**config.mk**
```make
export PLATFORM = sky130hd
export DESIGN_NAME = reg_file_2r1w
export DESIGN_NICKNAME = d
export VERILOG_FILES = /design/src/rtl/rf_pkg.sv /design/src/rtl/rf_word.sv /design/src/rtl/reg_file_2r1w.sv
export SDC_FILE = /design/constraint.sdc
export NUM_CORES = 1
export LEC_CHECK = 0
export CAP_MARGIN = 20
export CORE_MARGIN = 2
export CORE_UTILIZATION = 32
export CTS_BUF_LIST = sky130_fd_sc_hd__clkbuf_16
export DETAILED_ROUTE_END_ITERATION = 10
export PLACE_DENSITY = 0.55
export SLEW_MARGIN = 0
export SYNTH_ARGS = -nofsm -noshare
export SYNTH_HDL_FRONTEND = slang
export SYNTH_HIERARCHICAL = 1
export SYNTH_SLANG_ARGS = --single-unit
```
**constraint.sdc**
```tcl
create_clock -name clk -period 2.8 [get_ports clk]
set_input_delay 0.56 -clock clk [delete_from_list [all_inputs] [get_ports clk]]
set_output_delay 0.56 -clock clk [all_outputs]
set_load 0.01 [all_outputs]
```
**src/rtl/rf_pkg.sv**
```systemverilog
// Shared constants for the two-read / one-write register file.
// Holds the default geometry and the bytes-per-word helper.
package rf_pkg;
    localparam int DATA_WIDTH_DEF = 32;
    localparam int ADDR_WIDTH_DEF = 3;
    localparam int BYTES_DEF      = DATA_WIDTH_DEF / 8;

    function automatic int byte_count(input int data_width);
        return data_width / 8;
    endfunction
endpackage

```
**src/rtl/rf_word.sv**
```systemverilog
// One register-file entry: byte-enabled data register plus a written-since-reset flag.
module rf_word
    import rf_pkg::*;
#(
    parameter int DATA_WIDTH = DATA_WIDTH_DEF
) (
    input  logic                    clk,
    input  logic                    reset,
    input  logic                    we,
    input  logic [DATA_WIDTH-1:0]   wdata,
    input  logic [DATA_WIDTH/8-1:0] wbe,
    output logic [DATA_WIDTH-1:0]   data,
    output logic                    valid
);
    localparam int NB = byte_count(DATA_WIDTH);

    logic [DATA_WIDTH-1:0] data_q, data_d;
    logic                  valid_q, valid_d;

    // valid is set by any write, even one with no byte lanes enabled
    always_comb begin
        data_d  = data_q;
        valid_d = valid_q;
        if (we) begin
            valid_d = 1'b1;
            for (int i = 0; i < NB; i++) begin
                if (wbe[i]) data_d[8*i +: 8] = wdata[8*i +: 8];
            end
        end
    end

    always_ff @(posedge clk) begin
        if (reset) begin
            data_q  <= '0;
            valid_q <= 1'b0;
        end else begin
            data_q  <= data_d;
            valid_q <= valid_d;
        end
    end

    assign data  = data_q;
    assign valid = valid_q;
endmodule

```
**src/rtl/reg_file_2r1w.sv**
```systemverilog
// Register file with one byte-enabled write port and two registered read ports,
// optional write-to-read forwarding and optional hardwired-zero entry 0.
module reg_file_2r1w
    import rf_pkg::*;
#(
    parameter int DATA_WIDTH = DATA_WIDTH_DEF,
    parameter int ADDR_WIDTH = ADDR_WIDTH_DEF,
    parameter bit ZERO_REG   = 1'b0,
    parameter bit BYPASS     = 1'b1
) (
    input  logic                    clk,
    input  logic                    reset,
    input  logic                    we,
    input  logic [ADDR_WIDTH-1:0]   wAddr,
    input  logic [DATA_WIDTH-1:0]   wData,
    input  logic [DATA_WIDTH/8-1:0] wBe,
    input  logic                    reA,
    input  logic                    reB,
    input  logic [ADDR_WIDTH-1:0]   rAddrA,
    input  logic [ADDR_WIDTH-1:0]   rAddrB,
    output logic [DATA_WIDTH-1:0]   rDataA,
    output logic [DATA_WIDTH-1:0]   rDataB,
    output logic                    rValidA,
    output logic                    rValidB
);
    localparam int DEPTH = 2 ** ADDR_WIDTH;
    localparam int NB    = byte_count(DATA_WIDTH);

    logic [DATA_WIDTH-1:0] ent_data  [DEPTH];
    logic                  ent_valid [DEPTH];

    genvar gi;
    generate
        for (gi = 0; gi < DEPTH; gi++) begin : g_entry
            logic ent_we;
            // a hardwired-zero entry never sees a write; reads of it are forced below
            assign ent_we = we && (wAddr == ADDR_WIDTH'(gi)) && !(ZERO_REG && gi == 0);

            rf_word #(.DATA_WIDTH(DATA_WIDTH)) u_word (
                .clk   (clk),
                .reset (reset),
                .we    (ent_we),
                .wdata (wData),
                .wbe   (wBe),
                .data  (ent_data[gi]),
                .valid (ent_valid[gi])
            );
        end
    endgenerate

    logic                  port_re   [2];
    logic [ADDR_WIDTH-1:0] port_addr [2];

    assign port_re[0]   = reA;
    assign port_re[1]   = reB;
    assign port_addr[0] = rAddrA;
    assign port_addr[1] = rAddrB;

    generate
        for (gi = 0; gi < 2; gi++) begin : g_port
            logic [DATA_WIDTH-1:0] rdata_q, rdata_d;
            logic                  rvalid_q, rvalid_d;
            logic [DATA_WIDTH-1:0] sel_data;
            logic                  sel_valid;
            logic                  is_zero;
            logic                  fwd_hit;

            always_comb begin
                is_zero   = ZERO_REG && (port_addr[gi] == '0);
                fwd_hit   = BYPASS && we && (wAddr == port_addr[gi]) && !is_zero;
                sel_data  = ent_data[port_addr[gi]];
                sel_valid = ent_valid[port_addr[gi]];
                if (fwd_hit) begin
                    sel_valid = 1'b1;
                    for (int i = 0; i < NB; i++) begin
                        if (wBe[i]) sel_data[8*i +: 8] = wData[8*i +: 8];
                    end
                end
                if (is_zero) begin
                    sel_data  = '0;
                    sel_valid = 1'b1;
                end
                rdata_d  = port_re[gi] ? sel_data  : rdata_q;
                rvalid_d = port_re[gi] ? sel_valid : rvalid_q;
            end

            always_ff @(posedge clk) begin
                if (reset) begin
                    rdata_q  <= '0;
                    rvalid_q <= 1'b0;
                end else begin
                    rdata_q  <= rdata_d;
                    rvalid_q <= rvalid_d;
                end
            end
        end
    endgenerate

    assign rDataA  = g_port[0].rdata_q;
    assign rValidA = g_port[0].rvalid_q;
    assign rDataB  = g_port[1].rdata_q;
    assign rValidB = g_port[1].rvalid_q;
endmodule
```
==> impl_metrics.json <==
{
  "outcome": "complete, no violations",
  "insertion_delay_ns": 0.55,
  "start_kind": "flop",
  "cp-endpoint": "rDataA[15]",
  "fmaxAchievable_mhz": 460.0,
  "die_area_um2": 62200,
  "worst_pin_slew_ns": 1.039,
  "r2r-start": "g_entry[4].u_word/valid",
  "p_per_area_nw_per_um2": 498.6,
  "clkSlewWorstSetupHoldPaths_ns": 0.06,
  "ys_async_sr_fraction_pct": 0,
  "dp_hpwl_um": 35270,
  "postCtsResizedCells": 0,
  "min_from": "reset",
  "drtIter0Drc": 1047,
  "end_kind": "output pin",
  "cts.sinks": 330,
  "cp_slowest_cell": "clkdlybuf4s50_1",
  "via_per_inst": 5.616,
  "synth_most_common_cell": "dfxtp_1",
  "wire_per_inst_um": 22.66,
  "slew_headroom_pct": 30.57,
  "criticalPathCategory": "flop to output pin",
  "antenna_found_initial": 0,
  "worstSetupStartpoint": "rDataA[15]",
  "fin_worst_skew_ns": 0.01147,
  "yosys.area.top_type": "dfxtp_1",
  "ant_nets": 0,
  "maxCapViolations": 0,
  "synthTopCellsByArea": "dfxtp_1 (34%), mux4_2 (15%), a21bo_1 (11%)",
  "synth_edf_count": 0,
  "worst_slack_ns": 0.6260,
  "grt_pass1_wl_um": 89110,
  "synthToLayoutAreaGrowth_pct": 13.12,
  "ff2ff_setup_slack_ns": 0.98,
  "cts_root_buf": "clkbuf_16",
  "yosys_most_used_dff": "dfxtp_1",
  "r2r_end": "rValidA",
  "crit_cells": 1,
  "crit_buf_inv": 1,
  "cp.required_ns": 2.24,
  "grt_usage_pct": 18.28,
  "worstPathArrival_ns": 1.61,
  "die_width_um": 249.4,
  "grt_max_degree": 131,
  "rr_worst_depth": 5,
  "final-max-slew-violation-count": 0,
  "p_leak_nw": 7.095,
  "setup_viol": 0,
  "cts_tree": "done",
  "routed_wl_um": 58390,
  "crit_chain": "clkdlybuf4s50_1",
  "holdBufCountCts": 0,
  "globalplace.congestion": 0.7823,
  "start_util_pct": 32.53,
  "rsz0062_at_grt": "no",
  "period_needed_ns": 2.174,
  "die_h_um": 249.4,
  "cpPeakStageDelay_ns": 0.70,
  "hold_viol": 0,
  "ys_seq_area_share_pct": 34.28,
  "drc": 0,
  "rows": 89,
  "drive_gt1_share_pct": 27.91,
  "vias": 14466,
  "syn_area_um2": 19270,
  "crit_family": "buffers and inverters",
  "synth_cells": 1767,
  "core_area_um2": 59240,
  "nets": 1824,
  "synth.top_cell.area_share_pct": 34.28,
  "cts_setup_buffers": 0,
  "synth_fp_nets": 1817,
  "overflow": 0,
  "hold_path.class": "input port to flop",
  "critical_path_peak_fanout": 2,
  "dp_slack_ns": 0.1227,
  "synth.distinct_cells": 37,
  "htreeDepth": 2,
  "firstDrtPassIters": 5,
  "portBuffers": 115,
  "finalSetupTns_ns": 0,
  "syn_area_per_cell_um2": 10.91,
  "finalCritPeriodShare_pct": 77.64,
  "yosys_register_bits": 330,
  "cts-buffers-inserted": 39,
  "synth_commonest_cells": "dfxtp_1 (330), nand3_1 (256), a21bo_1 (216)",
  "ir_worst_vdd_v": 0.0002607,
  "io_pins": 116,
  "clock_path_buffers": 3,
  "yosys_warnings": 6,
  "grt_pass1_vias": 14093
}
metal layers:
metal  GRT usage [%]  part of all wire [%]  up-vias
met5               0                     0        -
met1           25.05                    46     7299
met4           5.353                   2.4        0
met3           2.336                   4.7       79
li1                -                     -     6696
met2           30.08                    47      392
worst reg2reg max path: stages (launching register included):
cell and delay (ns):
dfxtp_1 0.33, mux4_2 0.44, nor2b_1 0.16, a211oi_1 0.49
buf_4 0.20, a211oi_1 0.06
state kept, by name, indices dropped and copies added (netlist names):
signal and cells:
rValidB 1, g_entry.u_word/valid 8, rValidA 1, g_entry.u_word/data 256, rDataB 32, rDataA 32
placed cells by master, fill, tap and decap left out, drive strengths merged, types with 6 or more instances in the layout:
master,count
dfxtp,330
nand3,256
a21bo,256
a21oi,256
mux4,129
clkdlybuf4s50,103
buf,77
mux2i,67
clkbuf,41
o21ai,35
nor2,34
nand2,33
a22oi,32
nand2b,29
or3,21
o221ai,21
clkinv,17
a221o,8
inv,8
nor3,8
xor2,6
through the flow:
step | instance area [um^2] | power, mW | hold WS (ns) | instances | utilization, %
detailed placement | 20600 | 6.085 | 0.4778 | 2506 | 34.78
floorplan | 19270 | 5.695 | 0.4513 | 1767 | -
finish | 21800 | 10.87 | 0.4023 | 2576 | 36.80
CTS | 21800 | 10.97 | 0.3681 | 2575 | 36.79
global route | 21800 | 11.26 | 0.3967 | 2575 | 36.79
global placement | 20600 | 6.062 | 0.4710 | 2506 | 34.78
area by class of cell:
class | instances | area, um^2
fillers | 5764 | 37440
clock inverters | 28 | 167.7
multi-input cells | 1223 | 11110
flip-flops and latches | 330 | 6606
diodes | 1 | 2.502
clock buffers | 41 | 1026
well taps | 773 | 967.2
repair buffers | 180 | 1919
power by group:
| group | internal, mW | switching [mW] | leakage, nW | total, mW |
|---|---|---|---|---|
| combinational | 0.419 | 0.749 | 3.82 | 1.17 |
| clock | 2.81 | 2.08 | 0.615 | 4.89 |
| sequential | 4.76 | 0.0500 | 2.66 | 4.81 |
cell families after synthesis:
group / count (synthesis) / share of synthesized area, %
flip-flops: 330 / 34.28
buffers and inverters: 214 / 8.389
AND/OR/NAND/NOR: 401 / 10.75
XOR/XNOR: 6 / 0.3117
multiplexers: 196 / 18.56
AO/OA/AOI/OAI: 620 / 27.71
how the worst min path moves through the flow:
stage | end | slack, ns | cells past startpoint
2_1_floorplan | g_entry[4].u_word/valid | 0.45 | 2
3_3_place_gp | g_entry[2].u_word/valid | 0.47 | 2
4_1_cts | g_entry[0].u_word/data[1] | 0.37 | 2
5_1_grt | g_entry[3].u_word/data[2] | 0.40 | 2
3_5_place_dp | g_entry[7].u_word/valid | 0.48 | 2
6_report | g_entry[3].u_word/data[2] | 0.40 | 2
Note: power is estimated with default switching activity, not from simulation.
